File: src/rtl/sprite_blitter.sv
//------------------------------------------------------------------------------
// Module      : sprite_blitter
// Description : Copies an SPR_W x SPR_H 4-bit sprite from a synchronous ROM
//               into a framebuffer, one source pixel per cycle, with optional
//               horizontal mirroring, clipping and a transparent palette index.
// Revision    : 1.0 - initial release
//------------------------------------------------------------------------------
`default_nettype none
`timescale 1ns/1ps

module sprite_blitter #(
   parameter int         SPR_W      = 64,
   parameter int         SPR_H      = 64,
   parameter int         FB_W       = 320,
   parameter int         FB_H       = 240,
   parameter logic [3:0] TRANSP_IDX = 4'h0
) (
   input  logic               Clk,
   input  logic               Reset,
   input  logic               start,
   input  logic signed [10:0] pos_x,
   input  logic signed [10:0] pos_y,
   input  logic               flip_h,
   output logic [11:0]        rom_address,
   input  logic [3:0]         rom_q,
   output logic               fb_we,
   output logic [16:0]        fb_addr,
   output logic [3:0]         fb_data,
   output logic               busy,
   output logic               done
);

   localparam logic [1:0] S_IDLE  = 2'd0;
   localparam logic [1:0] S_RUN   = 2'd1;
   localparam logic [1:0] S_DRAIN = 2'd2;
   localparam logic [1:0] S_DONE  = 2'd3;

   localparam logic [11:0] c_SPR_W  = 12'(SPR_W);
   localparam logic [11:0] c_W_LAST = 12'(SPR_W - 1);
   localparam logic [11:0] c_H_LAST = 12'(SPR_H - 1);
   localparam logic [11:0] c_FB_W   = 12'(FB_W);
   localparam logic [11:0] c_FB_H   = 12'(FB_H);
   localparam logic [16:0] c_FB_W17 = 17'(FB_W);

   logic [1:0]         state_q, state_d;
   logic [11:0]        sx_q, sx_d;
   logic [11:0]        sy_q, sy_d;
   logic signed [10:0] px_q, px_d;
   logic signed [10:0] py_q, py_d;
   logic               flip_q, flip_d;

   // Pixel in flight: destination visibility and address, aligned with rom_q
   logic               vld_q;
   logic [16:0]        addr_q;

   logic               w_issue;
   logic [11:0]        w_src_x;
   logic [11:0]        w_dx;
   logic [11:0]        w_dy;
   logic               w_vis;
   logic [16:0]        w_addr;

   // Sequencer: accept a request in IDLE, walk the sprite in raster order in RUN
   always_comb begin
      state_d = state_q;
      sx_d    = sx_q;
      sy_d    = sy_q;
      px_d    = px_q;
      py_d    = py_q;
      flip_d  = flip_q;
      case (state_q)
         S_IDLE: begin
            if (start) begin
               px_d    = pos_x;
               py_d    = pos_y;
               flip_d  = flip_h;
               sx_d    = '0;
               sy_d    = '0;
               state_d = S_RUN;
            end
         end
         S_RUN: begin
            if (sx_q == c_W_LAST) begin
               sx_d = '0;
               if (sy_q == c_H_LAST) begin
                  state_d = S_DRAIN;
               end else begin
                  sy_d = sy_q + 12'd1;
               end
            end else begin
               sx_d = sx_q + 12'd1;
            end
         end
         S_DRAIN: state_d = S_DONE;
         default: state_d = S_IDLE;
      endcase
   end

   // Source address and destination coordinate of the pixel issued this cycle
   always_comb begin
      w_issue     = (state_q == S_RUN);
      w_src_x     = flip_q ? (c_W_LAST - sx_q) : sx_q;
      rom_address = w_issue ? (sy_q * c_SPR_W + w_src_x) : 12'd0;
      // Sign-extend the latched origin to 12 bits before adding the offset
      w_dx        = {px_q[10], px_q} + sx_q;
      w_dy        = {py_q[10], py_q} + sy_q;
      w_vis       = !w_dx[11] && (w_dx < c_FB_W) && !w_dy[11] && (w_dy < c_FB_H);
      w_addr      = {5'd0, w_dy} * c_FB_W17 + {5'd0, w_dx};
   end

   // State, counters and latched request registers
   always_ff @(posedge Clk or posedge Reset) begin
      if (Reset) begin
         state_q <= S_IDLE;
         sx_q    <= '0;
         sy_q    <= '0;
         px_q    <= '0;
         py_q    <= '0;
         flip_q  <= 1'b0;
      end else begin
         state_q <= state_d;
         sx_q    <= sx_d;
         sy_q    <= sy_d;
         px_q    <= px_d;
         py_q    <= py_d;
         flip_q  <= flip_d;
      end
   end

   // One-cycle delay of the destination so it lines up with the ROM data
   always_ff @(posedge Clk or posedge Reset) begin
      if (Reset) begin
         vld_q  <= 1'b0;
         addr_q <= '0;
      end else begin
         vld_q  <= w_issue && w_vis;
         addr_q <= w_addr;
      end
   end

   // Write strobe gated by transparency; vld_q clears asynchronously on Reset
   always_comb begin
      fb_we   = vld_q && (rom_q != TRANSP_IDX);
      fb_addr = fb_we ? addr_q : 17'd0;
      fb_data = fb_we ? rom_q : 4'd0;
      busy    = (state_q == S_RUN) || (state_q == S_DRAIN);
      done    = (state_q == S_DONE);
   end

endmodule

`default_nettype wire

File: config.mk
export PLATFORM = sky130hd
export DESIGN_NAME = sprite_blitter
export DESIGN_NICKNAME = d
export VERILOG_FILES = /design/src/rtl/sprite_blitter.sv
export SDC_FILE = /design/constraint.sdc
export NUM_CORES = 1
export LEC_CHECK = 0
export CORE_ASPECT_RATIO = 2
export CORE_MARGIN = 2
export CORE_UTILIZATION = 56
export DETAILED_ROUTE_END_ITERATION = 10
export PLACE_DENSITY_LB_ADDON = 0.2
export SLEW_MARGIN = 10
export SYNTH_ARGS = -nofsm -noshare
export SYNTH_HDL_FRONTEND = slang
export SYNTH_SLANG_ARGS = --single-unit
File: constraint.sdc
create_clock -name Clk -period 6 [get_ports Clk]
set_input_delay 1.8 -clock Clk [delete_from_list [all_inputs] [get_ports Clk]]
set_output_delay 1.8 -clock Clk [all_outputs]
set_load 0.005 [all_outputs]
==> flow_summary.yaml <==
yosys:
  synth_edf_count: 0
  synthCells: 527
  synthFlopType: "dfrtp_1"
  syn_area_sq_um: 4990
  syn_avg_cell_area_sq_um: 9.47
  synth.net_count: 618
  netlist-cell-type-count: 53
  async_flop_share: 1.00
  ys_ff_latch: 67
  seq_area_frac_synth: 0.336
  yosys_warnings: 0
detailed_routing:
  wl_met2_microns: 6680
  highest_layer: "met4"
  drt_pre_antenna_iters: 4
  drt-met1-wl_microns: 4050
  via_per_inst: 5.85
  wl_met3_microns: 355
  wire_per_inst_microns: 16.3
  wirelength_microns: 11400
  drt_iter0_drc: 189
  vias: 4088
  ant_nets: 0
  remaining_drc_errors: 0
sta:
  rsz0062_at_grt: "no"
  finalCritPeriodShare: 0.884
  layout_setup_ws_ps: 695
  final-hold-violation-count: 0
  fin_tns_setup_ps: 0
  finalMaxSlewViolations: 0
  worst_pin_slew_ps: 829
  holdWs_ps: 506
  max_freq_mhz: 188
  fin_crit_ps: 5310
  worst_clock_skew_ps: 7.36
  slew_headroom: 0.447
  finalSetupViolations: 0
clock_tree:
  ctsResizeCount: 0
  ctsHoldBuffers: 0
  clockBufferDepth: 2
  clk_pin_slew_ps: 50
  postCtsSetupRepairBufs: 0
  clock_latency_ps: 340
  cts_root_buf: "clkbuf_16"
  cts_tree: "done"
  h-tree-depth: 3
  numCtsBuffers: 9
  clkSinkCount: 67
critical_path:
  crit_path_max_fanout: 18
  slowest_delay_ps: 600
  critPathMostFrequentCell: "clkdlybuf4s50_1"
  cp.required_ps: 4200
  path_class: "in -> out"
  path_buf_inv: 2
  path_cells: "clkdlybuf4s50_1 > o41a_1 > and2_1 > clkdlybuf4s50_1"
  cp_slowest_cell: "o41a_1"
  crit_path_end_kind: "primary output"
  crit_path_start_kind: "input port"
  worstPathArrival_ps: 3510
  cp_top_family: "buffers and inverters"
placement:
  dp_slack_ps: 674
  globalplace.congestion: 0.868
  port_buffers: 65
  dp_hpwl_microns: 8860
pwr:
  ir_worst_vdd_mv: 0.395
  leakagePower_nw: 2.71
  finalPower_mw: 3.64
  p_per_area_nw_per_um2: 605
global_route:
  grt_pass1_wl_microns: 19000
  grt_pass1_vias: 4284
  grt_max_degree: 68
  grt_antenna_before_repair: 0
  grt.total_usage: 0.246
  grt_overflow: 0
floorplanning:
  std_cell_rows: 48
  core_sq_um: 8650
  die_x_microns: 70.7
  ios: 66
  dieHeight_microns: 137
  design.die.area_sq_um: 9730
  start_util: 0.577
min_path:
  hp-class: "reg -> reg"
layout:
  antenna_cells: 0
  fillers: 710
  syn_to_final_growth_pct: 20.6
  final_net_count: 686
  post-route-util: 0.696
  layout-drive-gt1-share: 0.0851
job:
  cap_viol_max_count: 0
outcome:
  status: "finished, final reports clean"
==> per-layer routing <==
layer | GRT usage | vias up
li1 | - | 1981
met1 | 0.234 | 2003
met2 | 0.497 | 76
met3 | 0.0417 | 28
met4 | 0.104 | 0
met5 | 0 | -
==> cells by family after synthesis <==
logic type	count (synthesis)	share of synthesized area
buffers and inverters	42	0.0331
flip-flops	67	0.336
AND/OR/NAND/NOR	164	0.160
XOR/XNOR	59	0.106
multiplexers	26	0.0582
adder cells (fa/ha/maj)	61	0.160
AO/OA/AOI/OAI	108	0.145
==> registers in the layout, indices dropped and copies added (netlist names) <==
signal,flops
addr_q,17
py_q,11
flip_q,1
state_q,2
sy_q,12
sx_q,12
vld_q,1
px_q,11
==> cell usage after synthesis (all sizes together), types with 2 or more instances <==
master	count	share of area
dfrtp	67	0.34
nor2	66	0.050
ha	56	0.14
xnor2	40	0.070
inv	32	0.024
o21ai	32	0.032
and2	27	0.034
mux2	24	0.054
nand2	24	0.018
a21oi	22	0.022
xor2	18	0.032
nand3	15	0.015
a211oi	9	0.014
a21o	8	0.012
clkbuf	6	0.0045
nand4	6	0.0088
nor3	6	0.0060
o21a	6	0.0090
o31ai	6	0.0090
fa	5	0.020
o21bai	5	0.0075
buf	4	0.0045
nand2b	4	0.0050
o41ai	4	0.011
and3	3	0.0040
nor2b	3	0.0038
o31a	3	0.0053
or2	3	0.0038
or3	3	0.0048
mux2i	2	0.0040
o41a	2	0.0045
==> worst reg2reg max path, stage by stage, from the launching register on <==
cell	delay (ps)
dfrtp_1	480
ha_1	240
inv_1	60
fa_1	400
nor2b_1	180
o31a_1	190
a21oi_1	90
ha_1	330
inv_1	70
fa_1	530
inv_1	40
ha_1	320
o21a_1	160
o31a_1	170
o21ai_0	130
a211oi_1	430
nand3_1	170
xnor2_1	210
xnor3_1	350
xnor2_1	140
==> final timing paths <==
check                      slack (ps)  depth (start not counted)           startpoint                    to
max                               690                          4             rom_q[0]           fb_addr[16]
max reg2reg                      1220                         19  sy_q[0]$_DFFE_PP0P_  addr_q[16]$_DFF_PP0_
min                               510                          1  px_q[0]$_DFFE_PP0P_   addr_q[0]$_DFF_PP0_
max in group asynchronous        3430                          3                Reset   sy_q[1]$_DFFE_PP0P_
min reg2reg                       510                          1  px_q[0]$_DFFE_PP0P_   addr_q[0]$_DFF_PP0_
min in group asynchronous        2040                          3                Reset   addr_q[6]$_DFF_PP0_
==> power by group <==
| group | total (mW) | switching [mW] | internal, mW |
|---|---|---|---|
| registers | 0.771 | 0.121 | 0.650 |
| logic | 2.36 | 1.26 | 1.10 |
| clock network | 0.512 | 0.195 | 0.317 |
| total | 3.64 | 1.58 | 2.06 |
==> through the flow <==
stage               instance area, sq um  std cells
floorplan                           4990        527
global placement                    5740        684
detailed placement                  5740        684
CTS                                 6020        699
global route                        6020        699
finish                              6020        699
==> final cells by class <==
type	instances	area, sq um	share of cell area
Sequential cell	67	1680	0.279
Timing Repair Buffer	67	666	0.111
Clock buffer	10	229	0.0380
Clock inverter	5	55.1	0.00915
Multi-Input combinational cell	418	3150	0.523
Tap cell	100	125	0.0208
Inverter	32	120	0.0200
==> layout by cell type, fill, tap and decap left out, types with 8 or more instances in the layout <==
cell             Yosys  layout
xnor2_1             40      40
a21o_1               8       8
nand2_1             24      24
a211oi_1             9       9
nand3_1             15      15
o21ai_0             32      32
xor2_1              18      18
and2_1              26      26
dfrtp_1             67      67
inv_1               32      31
nor2_1              66      66
clkdlybuf4s50_1      0      65
a21oi_1             22      22
mux2_2              24      24
ha_1                56      56
clkbuf_16            0       9
No activity file was read; power rests on OpenSTA's default activity.
